## config.mk

```make
export PLATFORM = sky130hd
export DESIGN_NAME = washer_seq_core
export DESIGN_NICKNAME = d
export VERILOG_FILES = /design/src/rtl/washer_pkg.sv /design/src/rtl/washer_timer.sv /design/src/rtl/washer_seq_core.sv
export SDC_FILE = /design/constraint.sdc
export NUM_CORES = 1
export LEC_CHECK = 0
export ABC_AREA = 1
export BUFFER_PORTS_ARGS = -buffer_cell sky130_fd_sc_hd__buf_2
export CAP_MARGIN = 20
export CORE_MARGIN = 5
export CORE_UTILIZATION = 55
export DETAILED_ROUTE_END_ITERATION = 12
export GPL_ROUTABILITY_DRIVEN = 0
export GPL_TIMING_DRIVEN = 0
export MAX_ROUTING_LAYER = met4
export PLACE_DENSITY = 0.87
export SLEW_MARGIN = 10
export SYNTH_ARGS = -nofsm -noshare
export SYNTH_HDL_FRONTEND = slang
export SYNTH_SLANG_ARGS = --single-unit
```

## constraint.sdc

```tcl
create_clock -name i_clk -period 3.51 [get_ports i_clk]
set_input_delay 0.702 -clock i_clk [delete_from_list [all_inputs] [get_ports i_clk]]
set_output_delay 0.702 -clock i_clk [all_outputs]
set_load 0.02 [all_outputs]
```

## src/rtl/washer_pkg.sv

```systemverilog
// Shared opcode, field-offset and state definitions for the washer sequencer core.
package washer_pkg;

  localparam int IMM_LSB = 16;
  localparam int SEL_LSB = 8;
  localparam int OP_LSB  = 0;

  localparam logic [7:0] OP_WAIT    = 8'h01;
  localparam logic [7:0] OP_FILL    = 8'h02;
  localparam logic [7:0] OP_RELEASE = 8'h03;
  localparam logic [7:0] OP_FWD     = 8'h04;
  localparam logic [7:0] OP_REV     = 8'h05;
  localparam logic [7:0] OP_ACT     = 8'h06;
  localparam logic [7:0] OP_SET     = 8'h11;
  localparam logic [7:0] OP_DEC     = 8'h12;
  localparam logic [7:0] OP_JZ      = 8'h21;
  localparam logic [7:0] OP_JMP     = 8'h22;
  localparam logic [7:0] OP_JNZ     = 8'h23;
  localparam logic [7:0] OP_HALT    = 8'h30;

  typedef enum logic [1:0] {S_FETCH, S_RUN, S_HALT} state_t;

endpackage

```

## src/rtl/washer_timer.sv

```systemverilog
// Duration timer: TICK_DIV prescaler feeding an IMM_W down-counter.
// o_done flags the enabled cycle whose clock edge takes the count from 1 to 0.
module washer_timer #(
  parameter int IMM_W    = 16,
  parameter int TICK_DIV = 1
) (
  input  logic             i_clk,
  input  logic             i_rst,
  input  logic             i_ena,
  input  logic             i_load,
  input  logic [IMM_W-1:0] i_load_val,
  output logic [IMM_W-1:0] o_count,
  output logic             o_done
);

  localparam int PW = (TICK_DIV > 1) ? $clog2(TICK_DIV) : 1;
  localparam logic [PW-1:0] PMAX = PW'(TICK_DIV - 1);

  logic [PW-1:0]    r_presc;
  logic [IMM_W-1:0] r_count;
  logic             w_tick;

  assign w_tick  = i_ena && (r_count != '0) && (r_presc == PMAX);
  assign o_done  = w_tick && (r_count == IMM_W'(1));
  assign o_count = r_count;

  always_ff @(posedge i_clk or posedge i_rst) begin
    if (i_rst) begin
      r_presc <= '0;
      r_count <= '0;
    end else if (i_ena) begin
      if (i_load) begin
        r_count <= i_load_val;
        r_presc <= '0;
      end else if (r_count != '0) begin
        if (r_presc == PMAX) begin
          r_presc <= '0;
          r_count <= r_count - 1'b1;
        end else begin
          r_presc <= r_presc + 1'b1;
        end
      end
    end
  end

endmodule

```

## src/rtl/washer_seq_core.sv

```systemverilog
// Washing-machine sequencer: fetch/execute FSM, pc, loop registers and one-hot
// actuator register, driving timed channel pulses from a 32-bit program ROM.
module washer_seq_core
  import washer_pkg::*;
#(
  parameter int PC_W     = 8,
  parameter int IMM_W    = 16,
  parameter int NUM_CH   = 4,
  parameter int NUM_REG  = 4,
  parameter int TICK_DIV = 1
) (
  input  logic              i_clk,
  input  logic              i_rst,
  input  logic              i_ena,
  input  logic [31:0]       i_instr,
  output logic [PC_W-1:0]   o_pc,
  output logic [NUM_CH-1:0] o_ctrl,
  output logic              o_busy,
  output logic [IMM_W-1:0]  o_time_left,
  output logic              o_halted,
  output logic              o_illegal
);

  localparam int RW = (NUM_REG > 1) ? $clog2(NUM_REG) : 1;
  localparam logic [7:0] NCH8  = 8'(NUM_CH);
  localparam logic [7:0] NREG8 = 8'(NUM_REG);

  state_t                          r_state;
  logic [PC_W-1:0]                 r_pc;
  logic [NUM_CH-1:0]               r_ctrl;
  logic                            r_busy, r_halted, r_illegal;
  logic [NUM_REG-1:0][IMM_W-1:0]   r_regs;

  logic [7:0]        w_op, w_sel;
  logic [IMM_W-1:0]  w_imm, w_rval, w_count;
  logic [RW-1:0]     w_ridx;
  logic [PC_W-1:0]   w_pc_inc, w_target;
  logic [3:0]        w_ch;
  logic [NUM_CH-1:0] w_onehot;
  logic              w_reg_ok, w_timed, w_has_ch, w_ch_ok, w_trap, w_load, w_done;

  assign w_op     = i_instr[OP_LSB +: 8];
  assign w_sel    = i_instr[SEL_LSB +: 8];
  assign w_imm    = i_instr[IMM_LSB +: IMM_W];
  assign w_ridx   = w_sel[RW-1:0];
  assign w_reg_ok = (w_sel < NREG8);
  assign w_rval   = r_regs[w_ridx];
  assign w_pc_inc = r_pc + 1'b1;
  assign w_target = w_imm[PC_W-1:0];
  assign w_onehot = w_has_ch ? (NUM_CH'(1) << w_ch) : '0;

  always_comb begin
    w_timed  = 1'b0;
    w_has_ch = 1'b0;
    w_ch     = '0;
    w_ch_ok  = 1'b1;
    w_trap   = 1'b0;
    case (w_op)
      OP_WAIT: w_timed = 1'b1;
      OP_FILL, OP_RELEASE, OP_FWD, OP_REV: begin
        w_timed  = 1'b1;
        w_has_ch = 1'b1;
        w_ch     = w_op[3:0] - 4'd2;
        w_ch_ok  = ({4'b0, w_ch} < NCH8);
        w_trap   = !w_ch_ok;
      end
      OP_ACT: begin
        w_timed  = 1'b1;
        w_has_ch = 1'b1;
        w_ch     = w_sel[3:0];
        w_ch_ok  = (w_sel < NCH8);
        w_trap   = !w_ch_ok;
      end
      OP_SET, OP_DEC, OP_JZ, OP_JNZ: w_trap = !w_reg_ok;
      OP_JMP, OP_HALT: w_trap = 1'b0;
      default: w_trap = 1'b1;
    endcase
  end

  assign w_load = (r_state == S_FETCH) && i_ena && w_timed && !w_trap && (w_imm != '0);

  washer_timer #(.IMM_W(IMM_W), .TICK_DIV(TICK_DIV)) u_timer (
    .i_clk      (i_clk),
    .i_rst      (i_rst),
    .i_ena      (i_ena),
    .i_load     (w_load),
    .i_load_val (w_imm),
    .o_count    (w_count),
    .o_done     (w_done)
  );

  always_ff @(posedge i_clk or posedge i_rst) begin
    if (i_rst) begin
      r_state   <= S_FETCH;
      r_pc      <= '0;
      r_ctrl    <= '0;
      r_busy    <= 1'b0;
      r_halted  <= 1'b0;
      r_illegal <= 1'b0;
      r_regs    <= '0;
    end else if (i_ena) begin
      case (r_state)
        S_FETCH: begin
          if (w_trap) begin
            r_illegal <= 1'b1;
            r_halted  <= 1'b1;
            r_state   <= S_HALT;
          end else if (w_timed) begin
            if (w_imm == '0) begin
              r_pc <= w_pc_inc;
            end else begin
              r_ctrl  <= w_onehot;
              r_busy  <= 1'b1;
              r_state <= S_RUN;
            end
          end else begin
            case (w_op)
              OP_SET: begin
                r_regs[w_ridx] <= w_imm;
                r_pc           <= w_pc_inc;
              end
              OP_DEC: begin
                if (w_rval != '0) r_regs[w_ridx] <= w_rval - 1'b1;
                r_pc <= w_pc_inc;
              end
              OP_JZ:  r_pc <= (w_rval == '0) ? w_target : w_pc_inc;
              OP_JNZ: r_pc <= (w_rval != '0) ? w_target : w_pc_inc;
              OP_JMP: r_pc <= w_target;
              default: begin
                r_halted <= 1'b1;
                r_state  <= S_HALT;
              end
            endcase
          end
        end
        S_RUN: begin
          if (w_done) begin
            r_ctrl  <= '0;
            r_busy  <= 1'b0;
            r_pc    <= w_pc_inc;
            r_state <= S_FETCH;
          end
        end
        S_HALT: ;
        default: r_state <= S_HALT;
      endcase
    end
  end

  // Actuators drop the moment ena falls and come back as soon as it rises;
  // the held r_ctrl remembers which channel to restore.
  assign o_ctrl      = r_ctrl & {NUM_CH{i_ena}};
  assign o_pc        = r_pc;
  assign o_busy      = r_busy;
  assign o_time_left = w_count;
  assign o_halted    = r_halted;
  assign o_illegal   = r_illegal;

endmodule

```

==> impl_metrics.env, run 1 <==
export IMPL_status="finished, final reports clean"
export IMPL_die_h_um=116.9
export IMPL_clockBufferDepth=2
export IMPL_coreArea_um2=11320
export IMPL_start_util=0.5553
export IMPL_cts_sinks=97
export IMPL_fill_cells=1024
export IMPL_path_buf_inv=4
export IMPL_syn_num_nets=991
export IMPL_diodes=0
export IMPL_post_layout_nonfiller_instances=1174
export IMPL_swShare=0.3189
export IMPL_startpoint="i_instr[8]"
export IMPL_dp_cells=1158
export IMPL_synth_top_area_frac=0.3861
export IMPL_cts_inserted_buffers=9
export IMPL_yosysWarnings=0
export IMPL_p_sw_mw=0.8606
export IMPL_final_hold_violation_count=0
export IMPL_grt_ovfl_total=0
export IMPL_vias=6344
export IMPL_drive_gt1_frac=0.1290
export IMPL_cp_slowest_cell="ha_1"
export IMPL_drv_cap=0
export IMPL_layout_nets=1067
export IMPL_final_antenna_net_count=0
export IMPL_clk_pin_slew_ns=0.08
export IMPL_port_buffers=64
export IMPL_fin_ws_ns=0.5524
export IMPL_seq_area_um2=2427
export IMPL_crit_arrival_ns=3.23
export IMPL_yosysMostFrequentCell="nand2_1"
export IMPL_synth_seq_cells=97
export IMPL_wl_per_cell_um=14.50
export IMPL_dp_worst_setup_slack_ns=0.2652
export IMPL_cts_hold_buffers=0
export IMPL_fin_area_um2=7108
export IMPL_grt_max_degree=64
export IMPL_cts_tree="yes"
export IMPL_slew_headroom=0.4785
export IMPL_max_stage_delay_ns=0.25
export IMPL_grt_pass1_vias=5928
export IMPL_first_pass_iters=6
export IMPL_synthTopCellsByCount="nand2_1 (343), inv_1 (116), nor2_1 (109), dfrtp_1 (97), o21ai_0 (90)"
export IMPL_wl_um=17030
export IMPL_slew_violations=0
export IMPL_cp_required_ns=3.78
export IMPL_p_clk_frac=0.372
export IMPL_max_slew_worst_pin_slew_ns=0.7786
export IMPL_path_max_fanout=10
export IMPL_htreeDepth=3
export IMPL_path_cells="buf_4, buf_6, buf_6, nor2_1, nand2_1, nand2_1, nor2_1, ha_1, nand2_1, nor2_4, nand2_1, nor2_2, nand4_2, nand3_2, buf_4, nand2_1, o21ai_0"
export IMPL_synth_area_leader_cell="dfrtp_1"
export IMPL_gr_usage_all_layers=0.2667
export IMPL_yosys_cell_types_count=31
export IMPL_hold_path_class="input port to asynchronous set/reset pin"
export IMPL_die_width_um=116.9
export IMPL_avgSynthCellArea_um2=6.617
export IMPL_die_area_um2=13670
export IMPL_path_class="input port to flip-flop"
export IMPL_clock_latency_ns=0.36
export IMPL_syn_cell_area_um2=6286
export IMPL_cts_setup_buffers=0
export IMPL_yosysSeqAreaShare=0.3861
export IMPL_crit_family="simple AND/OR/NAND/NOR gates"
export IMPL_postSynthCellCount=950
export IMPL_ctsResizeCount=0
export IMPL_startpoint_type="input port"
export IMPL_synth_main_ff_cell="dfrtp_1"
export IMPL_fin_setup_tns_ns=0
export IMPL_hpwl_um=12390
export IMPL_worstReg2RegStart="r_regs[1]"
export IMPL_setup_viol_count_final=0
export IMPL_synth_edff_count=0
export IMPL_postPlaceCellArea_um2=6815
export IMPL_intPower_mw=1.838
export IMPL_first_iter_violations=701
export IMPL_peakVddDrop_mv=0.3212
export IMPL_crit_path_frequent_cell="nand2_1"
export IMPL_via_per_inst=5.404
export IMPL_antenna_found_initial=0
export IMPL_multi_input_area_um2=3199
export IMPL_powerDensity_nw_per_um2=379.6
export IMPL_syn2layout_area_growth_pct=13.08
export IMPL_netlist_top_cells_area="dfrtp_1 (39%), nand2_1 (20%), o21ai_0 (7.2%)"
export IMPL_ys_async_sr_fraction=1.000
export IMPL_rsz0062_at_grt="false"
export IMPL_cts_root_buf="clkbuf_16"
export IMPL_max_freq_ghz=0.3381
export IMPL_skew_ns=0.009349
export IMPL_ios=66
export IMPL_leakage_nw=3.908
export IMPL_finalCritPeriodShare=0.8426
export IMPL_grt_pass1_wl_um=27970
export IMPL_power_frac_comb=0.178
export IMPL_final_min_clock_period_ns=2.958
export IMPL_rows=39
export IMPL_drc=0
export IMPL_critPathCaptureType="flip-flop"
export IMPL_seqPwrFrac=0.450
-- power by group through the flow --
stage	clock network, mW	registers (mW)	logic (mW)
finish	1.00	1.21	0.479
global route	1.06	1.22	0.534
CTS	1.01	1.21	0.477
detailed placement	0	1.23	0.474
global placement	0	1.24	0.462
floorplan	0	1.29	0.263
-- stage by stage --
step | utilization | power (mW) | hold WS, ns
3_3_place_gp | 0.5994 | 1.697 | 0.4446
2_1_floorplan | - | 1.552 | 0.4492
6_report | 0.6279 | 2.698 | 0.3715
4_1_cts | 0.6279 | 2.698 | 0.3930
5_1_grt | 0.6279 | 2.814 | 0.4143
3_5_place_dp | 0.6020 | 1.709 | 0.4477
-- worst paths after layout --
kind                            slack [ns]  depth (start not counted)                  end
max in group asynchronous             2.47                          3  u_timer.o_count[13]
worst max-delay path                  0.55                         17            r_regs[8]
worst min-delay path                  0.37                          2           r_regs[33]
worst min register to register        0.46                          2             o_halted
worst max register to register        1.03                         13            r_regs[8]
min in group i_clk                    0.46                          2             o_halted
-- final cells by class --
type	count	area share
Timing Repair Buffer	65	0.04894
Sequential cell	97	0.3415
Tap cell	143	0.02517
Multi-Input combinational cell	706	0.4501
Buffer	27	0.02904
Inverter	120	0.06407
Clock buffer	10	0.03362
Clock inverter	6	0.007569
-- cell families after synthesis --
family,Yosys count,synth area share
and+or+nand+nor,563,0.3760
xor gates and xnor gates,16,0.02229
AOI/OAI and AO/OA,121,0.09873
DFF,97,0.3861
buffers and inverters,147,0.1049
adders and majority gates,6,0.01194
-- per-layer routing --
layer  vias to the layer above  part of all wire  global-route usage
met4                         0             0.028              0.1078
li1                       3138                 -                   -
met5                         -                 0                   -
met3                        47             0.073             0.03445
met2                       269              0.46              0.4141
met1                      2890              0.44              0.3557
-- state kept, by name (all words and copies together) (netlist names) --
name / flops
r_regs: 64
u_timer.o_count: 16
o_pc: 8
r_ctrl: 4
r_state: 2
o_busy: 1
o_halted: 1
o_illegal: 1
-- worst register-to-register path, stage by stage (launching register included) --
cell	delay, ns
dfrtp_1	0.39
nand2_1	0.07
o21ai_0	0.08
nor2_1	0.19
ha_1	0.25
nand2_1	0.11
nor2_4	0.21
nand2_1	0.13
nor2_2	0.17
nand4_2	0.20
nand3_2	0.22
buf_4	0.23
nand2_1	0.07
o21ai_0	0.09
-- layout by cell type, fill, tap and decap left out, types with 10 or more instances in the layout --
| cell type | synthesis | layout |
|---|---|---|
| xor2_1 | 13 | 13 |
| buf_2 | 6 | 70 |
| buf_4 | 10 | 10 |
| dfrtp_1 | 97 | 97 |
| inv_1 | 116 | 115 |
| o21ai_0 | 90 | 90 |
| a21oi_1 | 15 | 15 |
| nand3_1 | 62 | 62 |
| nand2_1 | 343 | 343 |
| nor2_1 | 109 | 109 |
| nand4_1 | 13 | 13 |
(Power assumes the default switching activity.)
==> run 2: changes to the inputs <==
--- a/config.mk
+++ b/config.mk
@@ -5,16 +5,16 @@
 export SDC_FILE = /design/constraint.sdc
 export NUM_CORES = 1
 export LEC_CHECK = 0
-export ABC_AREA = 1
+export ABC_AREA = 0
 export BUFFER_PORTS_ARGS = -buffer_cell sky130_fd_sc_hd__buf_2
 export CAP_MARGIN = 20
 export CORE_MARGIN = 5
-export CORE_UTILIZATION = 55
+export CORE_UTILIZATION = 53
 export DETAILED_ROUTE_END_ITERATION = 12
 export GPL_ROUTABILITY_DRIVEN = 0
 export GPL_TIMING_DRIVEN = 0
 export MAX_ROUTING_LAYER = met4
-export PLACE_DENSITY = 0.87
+export PLACE_DENSITY = 0.88
 export SLEW_MARGIN = 10
 export SYNTH_ARGS = -nofsm -noshare
 export SYNTH_HDL_FRONTEND = slang
==> constraint.sdc (replaced) <==
create_clock -name i_clk -period 2.5 [get_ports i_clk]
set_input_delay 0.5 -clock i_clk [delete_from_list [all_inputs] [get_ports i_clk]]
set_output_delay 0.5 -clock i_clk [all_outputs]
set_load 0.02 [all_outputs]
==> impl_metrics.env, run 2 <==
export IMPL_seq_area_um2=2427
export IMPL_largest_register="r_regs"
export IMPL_cts_sinks=97
export IMPL_synth_seq_cells=97
export IMPL_dp_worst_setup_slack_ns=-0.9097
export IMPL_rows=38
export IMPL_top_layer="met4"
export IMPL_syn_cell_area_um2=5797
export IMPL_final_cell_mix="dfrtp_1 (97), buf_2 (62), nand2_1 (42)"
export IMPL_yosysMostFrequentCell="dfrtp_1"
export IMPL_postPlaceCellArea_um2=6421
export IMPL_fill_cells=657
export IMPL_htreeDepth=3
export IMPL_cp_endpoint="o_pc[7]"
export IMPL_ys_async_sr_fraction=1.000
export IMPL_worstReg2RegStart="r_regs[58]"
export IMPL_utilization=0.6820
export IMPL_ios=66
export IMPL_grt_ovfl_total=0
export IMPL_cp_slowest_cell="mux4_2"
export IMPL_final_min_clock_period_ns=2.911
export IMPL_multi_input_area_um2=3324
export IMPL_fin_ws_ns=-0.4106
export IMPL_intPower_mw=2.719
export IMPL_path_max_fanout=5
export IMPL_drv_cap=0
export IMPL_crit_family="multiplexers"
export IMPL_clockBufferDepth=2
export IMPL_crit_path_frequent_cell="buf_6"
export IMPL_synth_area_leader_cell="dfrtp_1"
export IMPL_hpwl_um=10620
export IMPL_swShare=0.3392
export IMPL_die_h_um=114.6
export IMPL_slew_violations=0
export IMPL_cts_hold_buffers=0
export IMPL_port_buffers=63
export IMPL_peakVddDrop_mv=0.6331
export IMPL_wl_met2_um=8677
export IMPL_leakage_nw=3.460
export IMPL_fin_setup_tns_ns=-24.46
export IMPL_path_buf_inv=2
export IMPL_max_slew_worst_pin_slew_ns=0.7263
export IMPL_startpoint_type="flip-flop"
export IMPL_post_layout_nonfiller_instances=772
export IMPL_synth_main_ff_cell="dfrtp_1"
export IMPL_total_power_mw=4.114
export IMPL_coreArea_um2=10790
export IMPL_powerDensity_nw_per_um2=559.0
export IMPL_slew_headroom=0.5118
export IMPL_dp_cells=711
export IMPL_p_sw_mw=1.396
export IMPL_rrSetupSlack_ns=-0.41
export IMPL_startpoint="r_regs[58]"
export IMPL_clock_latency_ns=0.38
export IMPL_critPathCaptureType="flip-flop"
export IMPL_cts_inserted_buffers=9
export IMPL_p_clk_frac=0.291
export IMPL_cp_required_ns=2.75
export IMPL_first_pass_iters=8
export IMPL_avgSynthCellArea_um2=11.48
export IMPL_fin_area_um2=7361
export IMPL_grt_pass1_wl_um=27230
export IMPL_max_stage_delay_ns=0.52
export IMPL_holdWs_ns=0.1190
export IMPL_via_per_inst=6.560
export IMPL_final_antenna_net_count=0
export IMPL_path_cells="mux4_2, nor4_4, nand2b_4, buf_6, o31a_1, o2111ai_4, buf_6, mux2i_1, a2bb2oi_2"
export IMPL_clk_pin_slew_ns=0.11
export IMPL_max_freq_ghz=0.3436
export IMPL_drive_gt1_frac=0.4399
export IMPL_diodes=0
export IMPL_start_util=0.5371
export IMPL_cts_root_buf="clkbuf_8"
export IMPL_path_class="flip-flop to flip-flop"
export IMPL_r2r_end="o_pc[7]"
export IMPL_drc=0
export IMPL_wl_met1_um=6461
export IMPL_synthTopCellsByCount="dfrtp_1 (97), nand2_1 (43), mux2_4 (40), nor2_1 (34), o21ai_0 (29)"
export IMPL_layout_nets=669
export IMPL_failed_checks="negative setup slack"
export IMPL_mostFrequentLayoutCell="dfrtp_1"
export IMPL_postSynthCellCount=505
export IMPL_grt_pass1_vias=5017
export IMPL_syn_num_nets=546
export IMPL_first_iter_violations=772
export IMPL_skew_ns=0.01794
export IMPL_rsz0062_at_grt="true"
export IMPL_final_hold_violation_count=0
export IMPL_grt_max_degree=29
export IMPL_r2r_cells=9
export IMPL_die_area_um2=13130
export IMPL_syn2layout_area_growth_pct=26.98
export IMPL_status="finished with violations"
export IMPL_seqPwrFrac=0.464
export IMPL_wl_um=17670
export IMPL_antenna_found_initial=0
export IMPL_largest_reg_flops=64
export IMPL_die_width_um=114.6
export IMPL_finalCritPeriodShare=1.164
export IMPL_dr_wl_met3_um=1615
export IMPL_netlist_top_cells_area="dfrtp_1 (42%), mux2_4 (10%), mux2_2 (5.4%)"
export IMPL_gr_usage_all_layers=0.2734
export IMPL_path_depth=9
export IMPL_synth_edff_count=0
export IMPL_power_frac_comb=0.245
export IMPL_cts_tree="yes"
export IMPL_yosysWarnings=0
export IMPL_hold_path_class="input port to asynchronous set/reset pin"
export IMPL_yosys_cell_types_count=54
export IMPL_synth_top_area_frac=0.4187
export IMPL_setup_viol_count_final=76
export IMPL_crit_arrival_ns=3.16
export IMPL_yosysSeqAreaShare=0.4187
export IMPL_vias=5064
export IMPL_wl_per_cell_um=22.89
-- run 2: worst reg2reg max path, stage by stage (launching register included) --
cell and delay, ns:
dfrtp_1 0.40, mux4_2 0.52, nor4_4 0.40, nand2b_4 0.09, buf_6 0.13, o31a_1 0.30
o2111ai_4 0.39, buf_6 0.20, mux2i_1 0.27, a2bb2oi_2 0.09
-- run 2: layout make-up --
type,instances,share of cell area
Buffer,20,0.03230
Clock inverter,4,0.01037
Sequential cell,97,0.3298
Tap cell,140,0.02380
Clock buffer,11,0.02057
Multi-Input combinational cell,370,0.4516
Timing Repair Buffer,115,0.1229
Inverter,15,0.008669
-- run 2: cells by family after synthesis --
family,Yosys count,synth area share
DFF,97,0.4187
buffers and inverters,38,0.04295
adders and majority gates,6,0.01295
muxes,93,0.2430
AOI/OAI and AO/OA,76,0.08116
xor gates and xnor gates,29,0.04382
and+or+nand+nor,166,0.1573
-- run 2: repair_timing --
action | CTS | global route
setup endpoints to repair | 93 | 92
setup buffers | 38 | 7
gates cloned | 3 | 1
gates resized for setup | 44 | 43
pin swaps | 16 | 6
-- run 2: worst min-delay path by stage --
| stage | slack [ns] | startpoint | cells past startpoint | end |
|---|---|---|---|---|
| 6_report | 0.12 | i_rst | 2 | o_illegal |
| 5_1_grt | 0.16 | i_rst | 2 | o_busy |
| 4_1_cts | 0.14 | i_rst | 2 | o_pc[7] |
| 3_3_place_gp | 0.45 | o_halted | 1 | o_halted |
| 2_1_floorplan | 0.46 | r_state[1] | 1 | r_state[1] |
| 3_5_place_dp | 0.47 | o_halted | 1 | o_halted |
-- run 2: power by group through the flow --
stage	Clock, mW	Combinational (mW)	Sequential [mW]
after global routing	1.26	1.08	1.92
after detailed placement	0	0.861	1.90
after floorplan	0	0.397	2.03
after CTS	1.18	0.931	1.89
final	1.20	1.01	1.91
after global placement	0	0.815	1.88
-- run 2: per-layer routing --
layer / vias to the layer above / global-route usage
met4: 0 / 0.1378
li1: 2074 / -
met5: - / -
met1: 2484 / 0.3375
met2: 397 / 0.4377
met3: 109 / 0.04175
